## config.mk

```make
export PLATFORM = sky130hd
export DESIGN_NAME = i2c_target_regs
export DESIGN_NICKNAME = d
export VERILOG_FILES = /design/src/rtl/i2c_target_pkg.sv /design/src/rtl/i2c_bus_monitor.sv /design/src/rtl/i2c_target_regs.sv
export SDC_FILE = /design/constraint.sdc
export NUM_CORES = 1
export LEC_CHECK = 0
export BUFFER_PORTS_ARGS = -buffer_cell sky130_fd_sc_hd__clkbuf_2
export CAP_MARGIN = 20
export CORE_MARGIN = 8
export CORE_UTILIZATION = 40
export DETAILED_ROUTE_END_ITERATION = 7
export GPL_TIMING_DRIVEN = 0
export SLEW_MARGIN = 5
export SYNTH_ARGS = -nofsm -noshare
export SYNTH_HDL_FRONTEND = slang
export SYNTH_SLANG_ARGS = --single-unit
```

## constraint.sdc

```tcl
create_clock -name i_CLK -period 2.2 [get_ports i_CLK]
set_input_delay 0.33 -clock i_CLK [delete_from_list [all_inputs] [get_ports i_CLK]]
set_output_delay 0.33 -clock i_CLK [all_outputs]
set_load 0.01 [all_outputs]
```

## src/rtl/i2c_target_pkg.sv

```systemverilog
// -----------------------------------------------------------------------------
// i2c_target_pkg
// Shared definitions for the I2C register-pointer target:
//   - state_e      : protocol FSM states
//   - ACK / NACK   : SDA level of the acknowledge bit
//   - DIR_WRITE / DIR_READ : R/W bit of the address byte
//   - SYNC_STAGES  : depth of the SCL/SDA input synchronizers
// -----------------------------------------------------------------------------
package i2c_target_pkg;

    localparam int SYNC_STAGES = 2;

    localparam logic ACK  = 1'b0;
    localparam logic NACK = 1'b1;

    localparam logic DIR_WRITE = 1'b0;
    localparam logic DIR_READ  = 1'b1;

    typedef enum logic [3:0] {
        ST_IDLE      = 4'd0,
        ST_ADDR      = 4'd1,
        ST_ADDR_ACK  = 4'd2,
        ST_PTR       = 4'd3,
        ST_PTR_ACK   = 4'd4,
        ST_WR_DATA   = 4'd5,
        ST_WR_ACK    = 4'd6,
        ST_RD_DATA   = 4'd7,
        ST_RD_ACK    = 4'd8,
        ST_WAIT_STOP = 4'd9
    } state_e;

endpackage

```

## src/rtl/i2c_bus_monitor.sv

```systemverilog
// -----------------------------------------------------------------------------
// i2c_bus_monitor
// Conditions the raw SCL/SDA pad inputs and reports bus events.
//   - 2-FF synchronizer per line (reset value 1 = idle bus)
//   - optional 3-sample glitch filter, enabled by I2C_TARGET_GLITCH_FILTER_EN
//   - SCL rise/fall strobes, START and STOP strobes (one cycle each)
// Ports:
//   i_CLK, i_RST   : system clock, asynchronous active-high reset
//   i_SCL_IN       : SCL from pad
//   i_SDA_IN       : SDA from pad
//   o_sda          : conditioned SDA level (valid for sampling on o_scl_rise)
//   o_scl_rise     : conditioned SCL went 0 -> 1
//   o_scl_fall     : conditioned SCL went 1 -> 0
//   o_start        : SDA fell while SCL high
//   o_stop         : SDA rose while SCL high
// -----------------------------------------------------------------------------
module i2c_bus_monitor
    import i2c_target_pkg::*;
(
    input  logic i_CLK,
    input  logic i_RST,
    input  logic i_SCL_IN,
    input  logic i_SDA_IN,
    output logic o_sda,
    output logic o_scl_rise,
    output logic o_scl_fall,
    output logic o_start,
    output logic o_stop
);

    // Line index 0 = SCL, 1 = SDA throughout this module.
    logic [1:0]                  pad_in;
    logic [1:0][SYNC_STAGES-1:0] sync_q, sync_d;
    logic [1:0]                  synced;
    logic [1:0]                  line;
    logic [1:0]                  prev_q, prev_d;

    assign pad_in = {i_SDA_IN, i_SCL_IN};

    always_comb begin
        for (int i = 0; i < 2; i++) begin
            sync_d[i] = {sync_q[i][SYNC_STAGES-2:0], pad_in[i]};
            synced[i] = sync_q[i][SYNC_STAGES-1];
        end
    end

    always_ff @(posedge i_CLK or posedge i_RST) begin
        if (i_RST) begin
            sync_q <= '1;
        end else begin
            sync_q <= sync_d;
        end
    end

`ifdef I2C_TARGET_GLITCH_FILTER_EN
    // The filtered level follows the synchronizer only once three consecutive
    // samples agree. filt_d is used directly so the filter costs two cycles of
    // latency rather than three; pulses of two cycles or less never pass.
    logic [1:0] hist1_q, hist1_d;
    logic [1:0] hist2_q, hist2_d;
    logic [1:0] filt_q, filt_d;

    always_comb begin
        hist1_d = synced;
        hist2_d = hist1_q;
        filt_d  = filt_q;
        for (int i = 0; i < 2; i++) begin
            if ((synced[i] == hist1_q[i]) && (hist1_q[i] == hist2_q[i])) begin
                filt_d[i] = synced[i];
            end
        end
    end

    always_ff @(posedge i_CLK or posedge i_RST) begin
        if (i_RST) begin
            hist1_q <= '1;
            hist2_q <= '1;
            filt_q  <= '1;
        end else begin
            hist1_q <= hist1_d;
            hist2_q <= hist2_d;
            filt_q  <= filt_d;
        end
    end

    assign line = filt_d;
`else
    assign line = synced;
`endif

    assign prev_d = line;

    always_ff @(posedge i_CLK or posedge i_RST) begin
        if (i_RST) begin
            prev_q <= '1;
        end else begin
            prev_q <= prev_d;
        end
    end

    assign o_sda      = line[1];
    assign o_scl_rise = line[0] & ~prev_q[0];
    assign o_scl_fall = ~line[0] & prev_q[0];
    // SCL must be high on both sides of the SDA transition.
    assign o_start    = line[0] & prev_q[0] & prev_q[1] & ~line[1];
    assign o_stop     = line[0] & prev_q[0] & ~prev_q[1] & line[1];

endmodule

```

## src/rtl/i2c_target_regs.sv

```systemverilog
// -----------------------------------------------------------------------------
// i2c_target_regs
// I2C target with an 8-bit register pointer (MPR121-style framing):
//   START, dev-addr+R/W, pointer byte, data bytes with pointer auto-increment.
// Build option: define I2C_TARGET_GLITCH_FILTER_EN to add a 3-sample glitch
// filter on SCL/SDA inside i2c_bus_monitor.
// Parameters:
//   P_DEV_ADDR : 7-bit target address
//   P_REG_AW   : register pointer width (<= 8), wraps modulo 2^P_REG_AW
// Ports:
//   i_CLK, i_RST  : system clock (>= 16x SCL), asynchronous active-high reset
//   i_SCL_IN      : SCL from pad
//   i_SDA_IN      : SDA from pad
//   o_SDA_OUT     : always 0 (open-drain)
//   o_SDA_EN      : 1 = release SDA, 0 = drive o_SDA_OUT
//   o_REG_ADDR    : current register pointer
//   i_REG_RDATA   : register read data for o_REG_ADDR
//   o_REG_WE      : one-cycle write strobe
//   o_REG_WDATA   : write data, valid with o_REG_WE
//   o_BUSY        : high from an addressed START until STOP
// -----------------------------------------------------------------------------
module i2c_target_regs
    import i2c_target_pkg::*;
#(
    parameter logic [6:0] P_DEV_ADDR = 7'h5A,
    parameter int         P_REG_AW   = 7
) (
    input  logic                i_CLK,
    input  logic                i_RST,
    input  logic                i_SCL_IN,
    input  logic                i_SDA_IN,
    output logic                o_SDA_OUT,
    output logic                o_SDA_EN,
    output logic [P_REG_AW-1:0] o_REG_ADDR,
    input  logic [7:0]          i_REG_RDATA,
    output logic                o_REG_WE,
    output logic [7:0]          o_REG_WDATA,
    output logic                o_BUSY
);

    localparam logic [P_REG_AW-1:0] PTR_ONE = 1;

    logic bus_sda;
    logic scl_rise;
    logic scl_fall;
    logic bus_start;
    logic bus_stop;

    i2c_bus_monitor u_bus_monitor (
        .i_CLK      (i_CLK),
        .i_RST      (i_RST),
        .i_SCL_IN   (i_SCL_IN),
        .i_SDA_IN   (i_SDA_IN),
        .o_sda      (bus_sda),
        .o_scl_rise (scl_rise),
        .o_scl_fall (scl_fall),
        .o_start    (bus_start),
        .o_stop     (bus_stop)
    );

    state_e              state_q, state_d;
    logic [2:0]          bit_cnt_q, bit_cnt_d;
    // Second half of a multi-edge state: in ACK states "ACK is being driven",
    // in RD_DATA "8 bits sent", in RD_ACK "master ACKed, waiting to reload".
    logic                phase_q, phase_d;
    // 7 bits suffice: a received byte's LSB comes straight from bus_sda, and a
    // transmitted byte's MSB goes straight to o_SDA_EN at load time.
    logic [6:0]          shift_q, shift_d;
    logic                rw_q, rw_d;
    logic [P_REG_AW-1:0] ptr_q, ptr_d;
    logic                sda_en_q, sda_en_d;
    logic                we_q, we_d;
    logic [7:0]          wdata_q, wdata_d;
    logic                busy_q, busy_d;

    logic [7:0]          rx_byte;
    logic                last_bit;

    assign rx_byte  = {shift_q, bus_sda};
    assign last_bit = (bit_cnt_q == 3'd7);

    always_comb begin
        state_d   = state_q;
        bit_cnt_d = bit_cnt_q;
        phase_d   = phase_q;
        shift_d   = shift_q;
        rw_d      = rw_q;
        ptr_d     = ptr_q;
        sda_en_d  = sda_en_q;
        we_d      = 1'b0;
        wdata_d   = wdata_q;
        busy_d    = busy_q;

        // Post-write increment happens the cycle after the strobe so the
        // strobe is seen together with the address it was written to.
        if (we_q) begin
            ptr_d = ptr_q + PTR_ONE;
        end

        if (bus_stop) begin
            state_d   = ST_IDLE;
            bit_cnt_d = 3'd0;
            phase_d   = 1'b0;
            sda_en_d  = 1'b1;
            busy_d    = 1'b0;
        end else if (bus_start) begin
            // Also covers repeated START: pointer and busy are kept.
            state_d   = ST_ADDR;
            bit_cnt_d = 3'd0;
            phase_d   = 1'b0;
            sda_en_d  = 1'b1;
        end else begin
            case (state_q)
                ST_ADDR: begin
                    if (scl_rise) begin
                        shift_d   = rx_byte[6:0];
                        bit_cnt_d = bit_cnt_q + 3'd1;
                        if (last_bit) begin
                            phase_d = 1'b0;
                            if ((rx_byte[7:1] == P_DEV_ADDR) && (rx_byte[7:1] != 7'h00)) begin
                                state_d = ST_ADDR_ACK;
                                rw_d    = rx_byte[0];
                                busy_d  = 1'b1;
                            end else begin
                                state_d = ST_WAIT_STOP;
                            end
                        end
                    end
                end

                ST_PTR: begin
                    if (scl_rise) begin
                        shift_d   = rx_byte[6:0];
                        bit_cnt_d = bit_cnt_q + 3'd1;
                        if (last_bit) begin
                            phase_d = 1'b0;
                            ptr_d   = rx_byte[P_REG_AW-1:0];
                            state_d = ST_PTR_ACK;
                        end
                    end
                end

                ST_WR_DATA: begin
                    if (scl_rise) begin
                        shift_d   = rx_byte[6:0];
                        bit_cnt_d = bit_cnt_q + 3'd1;
                        if (last_bit) begin
                            phase_d = 1'b0;
                            we_d    = 1'b1;
                            wdata_d = rx_byte;
                            state_d = ST_WR_ACK;
                        end
                    end
                end

                ST_ADDR_ACK, ST_PTR_ACK, ST_WR_ACK: begin
                    // First fall: pull SDA low for the ACK bit.
                    // Second fall: ACK bit over, move on.
                    if (scl_fall) begin
                        if (!phase_q) begin
                            sda_en_d = 1'b0;
                            phase_d  = 1'b1;
                        end else begin
                            sda_en_d  = 1'b1;
                            phase_d   = 1'b0;
                            bit_cnt_d = 3'd0;
                            if (state_q == ST_ADDR_ACK) begin
                                if (rw_q == DIR_READ) begin
                                    shift_d  = i_REG_RDATA[6:0];
                                    sda_en_d = i_REG_RDATA[7];
                                    state_d  = ST_RD_DATA;
                                end else begin
                                    state_d  = ST_PTR;
                                end
                            end else begin
                                state_d = ST_WR_DATA;
                            end
                        end
                    end
                end

                ST_RD_DATA: begin
                    if (scl_rise) begin
                        bit_cnt_d = bit_cnt_q + 3'd1;
                        if (last_bit) begin
                            phase_d = 1'b1;
                        end
                    end else if (scl_fall) begin
                        if (phase_q) begin
                            sda_en_d = 1'b1;
                            phase_d  = 1'b0;
                            state_d  = ST_RD_ACK;
                        end else begin
                            sda_en_d = shift_q[6];
                            shift_d  = {shift_q[5:0], 1'b1};
                        end
                    end
                end

                ST_RD_ACK: begin
                    if (!phase_q) begin
                        if (scl_rise) begin
                            if (bus_sda == ACK) begin
                                ptr_d   = ptr_q + PTR_ONE;
                                phase_d = 1'b1;
                            end else begin
                                state_d = ST_WAIT_STOP;
                            end
                        end
                    end else if (scl_fall) begin
                        // Pointer moved at the ACK rise, so read data for the
                        // new address has long settled by this fall.
                        shift_d   = i_REG_RDATA[6:0];
                        sda_en_d  = i_REG_RDATA[7];
                        bit_cnt_d = 3'd0;
                        phase_d   = 1'b0;
                        state_d   = ST_RD_DATA;
                    end
                end

                ST_IDLE, ST_WAIT_STOP: begin
                end

                default: begin
                    state_d  = ST_IDLE;
                    sda_en_d = 1'b1;
                end
            endcase
        end
    end

    always_ff @(posedge i_CLK or posedge i_RST) begin
        if (i_RST) begin
            state_q   <= ST_IDLE;
            bit_cnt_q <= 3'd0;
            phase_q   <= 1'b0;
            shift_q   <= 7'd0;
            rw_q      <= DIR_WRITE;
            ptr_q     <= '0;
            sda_en_q  <= 1'b1;
            we_q      <= 1'b0;
            wdata_q   <= 8'd0;
            busy_q    <= 1'b0;
        end else begin
            state_q   <= state_d;
            bit_cnt_q <= bit_cnt_d;
            phase_q   <= phase_d;
            shift_q   <= shift_d;
            rw_q      <= rw_d;
            ptr_q     <= ptr_d;
            sda_en_q  <= sda_en_d;
            we_q      <= we_d;
            wdata_q   <= wdata_d;
            busy_q    <= busy_d;
        end
    end

    assign o_SDA_OUT   = 1'b0;
    assign o_SDA_EN    = sda_en_q;
    assign o_REG_ADDR  = ptr_q;
    assign o_REG_WE    = we_q;
    assign o_REG_WDATA = wdata_q;
    assign o_BUSY      = busy_q;

endmodule
```

==> results of run 1 <==
==> routing by layer <==
layer  part of all wire, %  GRT usage [%]  vias to the layer above
met5                     0              0                        -
met2                    45          23.28                       89
met3                   6.5          3.485                       18
li1                      -              -                     1122
met1                    46          19.87                     1180
met4                   3.2          7.459                        0
==> registers in the layout, indices dropped and copies added (netlist names) <==
register	flops
bit_cnt_q	3
o_BUSY	1
o_REG_ADDR	7
o_REG_WDATA	8
o_REG_WE	1
o_SDA_EN	1
phase_q	1
rw_q	1
shift_q	7
state_q	4
u_bus_monitor.line	1
u_bus_monitor.o_sda	1
u_bus_monitor.prev_q	2
u_bus_monitor.sync_d	2
==> synthesized netlist by cell type, types with 7 or more instances <==
cell type / number
dfrtp_1: 33
mux2_2: 21
nor2_1: 19
nand2_1: 17
o21ai_0: 16
a21oi_1: 15
clkbuf_1: 12
inv_1: 10
a22oi_1: 7
and2_1: 7
dfstp_2: 7
nor3_1: 7
xnor2_1: 7
xor2_1: 7
==> layout by cell type, fill, tap and decap left out, types with 3 or more instances in the layout <==
master     Yosys  layout
clkbuf_2       0      32
nand2_1       17      16
buf_2          4       6
clkbuf_8       0       5
nand3_1        5       5
dfrtp_1       33      33
mux2_2        21      21
nor2_1        19      16
buf_4          1       8
xor2_1         7       7
a21o_1         4       4
a21oi_1       15      15
nor2_2         0       3
nand3b_1       4       4
o21ai_0       16      15
nand4_1        3       3
ha_1           6       6
and2_1         7       7
xnor2_1        7       7
clkbuf_1      12       6
nor3_1         7       6
nor2b_1        6       4
a22oi_1        7       6
inv_1         10       9
nand2b_1       4       4
o2111ai_1      3       3
o211ai_1       3       3
mux2i_1        6       6
dfstp_2        7       7
o22ai_1        5       5
==> cell type report <==
| cell class | count | area share, % |
|---|---|---|
| Multi-Input combinational cell | 212 | 49.51 |
| Sequential cell | 40 | 31.63 |
| Timing Repair Buffer | 40 | 8.114 |
| Tap cell | 77 | 3.018 |
| Buffer | 18 | 2.822 |
| Clock buffer | 5 | 2.156 |
| Clock inverter | 3 | 1.450 |
| Inverter | 11 | 1.294 |
==> metrics by stage <==
step | setup WS, ns | utilization (%) | TNS [ns]
2_1_floorplan | 0.05295 | - | 0
3_3_place_gp | -0.6234 | 45.42 | -11.54
3_5_place_dp | -0.5902 | 45.73 | -10.39
4_1_cts | 0.004569 | 49.04 | 0
5_1_grt | -0.004992 | 49.98 | -0.006317
6_report | 0.07643 | 49.98 | 0
==> worst register-to-register path: stages, from the launching register on <==
cell and delay (ns):
dfrtp_1 0.41, buf_2 0.28, buf_1 0.40, nand3_1 0.27, o32ai_1 0.29, nor2_1 0.10, mux2_2 0.27
==> power by group <==
group	switching (mW)	internal (mW)	total, mW
Combinational	1.02	0.767	1.78
Clock	0.301	0.342	0.643
Sequential	0.154	0.896	1.05
Total	1.47	2.00	3.48
==> how the worst min path moves through the flow <==
| stage | endpoint | slack, ns | start |
|---|---|---|---|
| 2_1_floorplan | u_bus_monitor.sync_d[1] | 0.33 | i_SCL_IN |
| 3_3_place_gp | u_bus_monitor.line[0] | 0.35 | u_bus_monitor.sync_d[1] |
| 3_5_place_dp | o_BUSY | 0.26 | i_RST |
| 4_1_cts | u_bus_monitor.sync_d[3] | 0.1 | i_SDA_IN |
| 5_1_grt | u_bus_monitor.sync_d[3] | 0.09 | i_SDA_IN |
| 6_report | u_bus_monitor.sync_d[3] | 0.11 | i_SDA_IN |
==> cells by family (layout without fill, tap and decap cells) <==
group | count (synthesis) | count (layout) | synth area share [%]
AO/OA/AOI/OAI | 77 | 77 | 19.53
XOR/XNOR | 14 | 14 | 4.612
adder cells (fa/ha/maj) | 6 | 6 | 2.823
buffers and inverters | 30 | 77 | 4.847
flip-flops | 40 | 40 | 37.98
multiplexers | 27 | 27 | 11.15
other | 1 | 1 | 0.1410
AND/OR/NAND/NOR | 87 | 87 | 18.92
==> timing repair <==
action	in CTS	in global routing
gates cloned	0	0
setup endpoints to repair	32	22
buffers inserted	6	3
gates resized for setup	7	19
hold buffers	1	0
endpoints found under the hold margin	6	0
pin swaps	3	4
==> metrics.txt, run 1 <==
status=finished, final reports clean; CP Cell Sequence=buf_2 -> buf_1 -> nand3_1 -> o32ai_1 -> nor2_1 -> mux2_2; Yosys top cell by area=dfrtp_1; Fillers=623; full die area=9512 sq um; Clock transition at path regs=0.09 ns; CP max stage delay=slightly above 0.4 ns; routed wire length=~7300 um; Fin. Hold Viols=0; syn_nets=300; Worst Path Buf+Inv=2; maximum root-to-sink buffer count=2; DIE WIDTH=about 100 um; delay-heaviest family, CP=buffers and inverters; Non-Filler Instances=approximately 410; Final ANT Viol Nets=0; Rel. slew slack=between 60% and 70%; worst setup path start=state_q[3]; R2R Setup Slk=0.08 ns; drt pass-1 iters=4; Worst Hold Margin=0.1060 ns; critical path launch point type=flip-flop; CTS tree=built; post-route cell area=~3200 sq um; via/cell ratio=around 5.9; hold path cells=1; top post-synthesis cells by area=dfrtp_1, mux2_2, dfstp_2, o21ai_0, a21oi_1; layout cell share with drive strength beyond 1=around a third; 1st-iter DRT viols=144; Crit-path slowest cell=dfrtp_1; Netlist cell types=60; Final Max Slew Viols=0; I/O pin cnt=31; chip height=between 90 and 100 um; asr flop ratio synth=between 90% and 100%; antenna violations before repair=0; root buf cell=clkbuf_8; Final setup viols=0; worst min-delay path category=input pin to flip-flop; Clock Skew=~0.014 ns; core area=~6400 sq um; Final GP Congestion=about 0.89; overall power=3.477 mW; Layout area overhead=20.05%; Top FF cell, synth=dfrtp_1; Worst VDD drop=0.4811 mV; vias in the first global route=2402; Worst R2R Start=state_q[3]; area occupied by multi-input gates=1580 sq um; H-Tree Depth=2; CTS Buf Count=5; Reg-to-Reg End=shift_q[0]; max-cap violations=0; clk sink count=40; Fmax achieved=about 470 MHz; Worst path depth=6; global-route wire length before repair=approximately 12000 um; residual DRC count=0; Tcrit/Tclk final=96.53%; pin count of the biggest net entering global routing=32; Setup CP Type=flip-flop to flip-flop; Post-synth EDFFs=0; end of the critical path=shift_q[0]; share of the synthesized area in the top cell type=between 30% and 40%; Port Buf Inserts=29; Seq. cell area=around 1000 sq um; worst-margin pin slew=0.5553 ns; static leakage=approximately 1.4 nW; RSZ-0062 raised after global routing=yes; Cell Area, Placed=~2900 sq um; Vias=approximately 2400; Arrival @ worst endpoint=~2.3 ns; GRT Util Overall=around 15%; minimum clock period=between 2 and 2.5 ns; clk_lat worst skew=about 0.31 ns; sequential share of the synthesized area=37.98%; Yosys reg bits=40; wire length per cell=17.98 um; Placed Cells=approximately 390; antenna fix cells=0; CP endpoint kind=flip-flop; mapped cell area=2659 sq um; crit path max fanout=10; num rows=29; nets=about 350; Syn Area/Cell=approximately 9.4 sq um; power per standard cell area=approximately 1100 nW/um^2; initial core utilization=roughly two fifths; Cells after Synth=282; yosys warns=0; GRT overflow=0; dpl hpwl=roughly 5300 um; R2R cell count=6; worst path required time=2.40 ns
Note: power is estimated with default switching activity, not from simulation.
==> run 2, diff against run 1 <==
Settings changed: CELL_PAD_IN_SITES_DETAIL_PLACEMENT from default to 0, CELL_PAD_IN_SITES_GLOBAL_PLACEMENT from default to 2, CORE_UTILIZATION 40 to 33, PLACE_DENSITY_LB_ADDON from default to 0.1.
==> metrics.txt, run 2 (synthesis gave the netlist of run 1 again) <==
clk sink count=40 (unchanged); num rows=32 (+10%); CP endpoint kind=flip-flop; root buf cell=clkbuf_8; status=finished, final reports clean; minimum clock period=2.159 ns (+0.03575 ns); Vias=2322 (-3.6%); Clock Skew=0.01098 ns (-0.003470 ns); H-Tree Depth=2 (unchanged); Setup WS pre-CTS=-0.6445 ns (-0.05425 ns); R2R Setup Slk=0.04 ns (-0.04 ns); overall power=3.494 mW (+0.51%); routed wire length=7918 um (+8.5%); dpl hpwl=5813 um (+9.7%); wire length per cell=18.46 um (+2.7%); Fmax achieved=463.1 MHz (-1.7%); pin count of the biggest net entering global routing=26 (-19%); Tcrit/Tclk final=98.15% (+1.6 points); drt pass-1 iters=5 (+1); nets=344 (-0.58%); I/O pin cnt=31 (unchanged); GRT Util Overall=14.42% (-0.90 points); Layout area overhead=20.61%; Fin. Hold Viols=0 (unchanged); Arrival @ worst endpoint=2.35 ns (+0.03 ns); Hold Path Origin=i_SDA_IN; CTS tree=built; post-route cell area=3207 sq um (+0.47%); full die area=11190 sq um (+18%); RSZ-0062 raised after global routing=yes; 1st-iter DRT viols=130 (-9.7%); via/cell ratio=5.413 (-8.8%); R2R cell count=7 (+1); residual DRC count=0 (unchanged); fin worst setup slack=0.04068 ns (-0.03575 ns); maximum root-to-sink buffer count=2 (unchanged); critical path launch point type=flip-flop; max-cap violations=0 (unchanged); worst path required time=2.39 ns (about the same); layout cell share with drive strength beyond 1=31.80% (-0.11 points); Non-Filler Instances=429 (+5.7%); clk_lat worst skew=0.31 ns (about the same); initial core utilization=34.23% (-7.4 points); Reg-to-Reg End=shift_q[2]; Final setup viols=0 (unchanged); worst-margin pin slew=0.5025 ns (-0.05279 ns); chip height=105.8 um (+8.4%); CTS Buf Count=5 (unchanged); Clock transition at path regs=0.10 ns (about the same); antenna fix cells=0 (unchanged); crit path max fanout=9 (-1); commonest non-fill, non-tap cells in the layout=clkbuf_2, dfrtp_1, mux2_2; Final Max Slew Viols=0 (unchanged); Port Buf Inserts=29 (unchanged); max reg flops=8 (unchanged); Worst VDD drop=0.3472 mV (-28%); vias in the first global route=2318 (-3.5%); WHS Endpoint=u_bus_monitor.sync_d[3]; power per standard cell area=1090 nW/um^2 (about the same); static leakage=1.382 nW (about the same); commonest non-fill, non-tap cell in the layout=clkbuf_2; hold path cells=1 (unchanged); core area=7767 sq um (+22%); Rel. slew slack=66.21% (+3.2 points); Setup CP Type=flip-flop to flip-flop; Cell Area, Placed=2952 sq um (+1.1%); antenna violations before repair=0 (unchanged); utilization after layout=41.29% (-8.7 points); Final GP Congestion=0.7909 (-11%); GRT overflow=0 (unchanged); worst min-delay path category=input pin to flip-flop; DIE WIDTH=105.8 um (+8.4%); Worst R2R Start=state_q[2]; global-route wire length before repair=13020 um (+7.7%); Placed Cells=414 (+6.4%); Final ANT Viol Nets=0 (unchanged)
==> run 2: cell count changes in the layout (fill, tap and decap cells not counted), sizes merged <==
cell | previous run | this run
buf | 19 | 14
clkbuf | 43 | 46
==> run 2: per-layer routing <==
layer / track usage [%] / wire, um / vias up
li1: - / - / 1125
met1: 20.01 / 3902 / 1143
met2: 22.65 / 3648 / 48
met3: 2.741 / 299 / 6
met4: 3.015 / 67 / 0
met5: 0 / 0 / -
==> run 2: critical path, stage by stage, from the launching register on <==
cell and delay (ns):
dfrtp_1 0.38, buf_6 0.13, or4b_4 0.54, nor2_4 0.14, a21oi_2 0.06, nor4_4 0.28, buf_6 0.17, mux2_2 0.34
==> run 2: power breakdown <==
group          total (mW)  internal (mW)  switching (mW)  leakage, nW
clock               0.655          0.343           0.312       0.0548
sequential           1.05          0.895           0.158        0.510
combinational        1.79          0.761            1.03        0.817
==> run 2: worst max path at each step <==
stage	from	depth (start not counted)	slack, ns	endpoint
CTS	state_q[2]	7	-0.006	state_q[0]
global placement	u_bus_monitor.line[0]	7	-0.66	o_REG_ADDR[5]
global route	state_q[2]	7	-0.006	shift_q[2]
floorplan	u_bus_monitor.line[0]	7	0.05	o_REG_ADDR[5]
detailed placement	u_bus_monitor.line[0]	7	-0.64	o_REG_ADDR[5]
finish	state_q[2]	7	0.04	shift_q[2]
==> run 2: repair_timing <==
action | CTS | global route
setup endpoints to repair | 33 | 18
setup buffers | 4 | 3
hold buffers | 1 | 0
pin swaps | 3 | 1
hold endpoints to repair | 13 | 0
resized for setup | 8 | 20
==> run 2: area by class of cell <==
class | count | area, sq um
clock inverters | 3 | 46.29
plain buffers | 18 | 96.34
well taps | 102 | 127.6
fillers | 817 | 4561
clock buffers | 5 | 68.82
inverters | 11 | 41.29
flip-flops and latches | 40 | 1010
multi-input cells | 212 | 1573
repair buffers | 38 | 244.0
==> run 2: metrics by stage <==
stage,hold slack [ns],setup TNS (ns)
3_5_place_dp,0.3288,-13.57
3_3_place_gp,0.3459,-14.14
4_1_cts,0.09450,-0.006275
6_report,0.1007,0
2_1_floorplan,0.3345,0
5_1_grt,0.08959,-0.006595
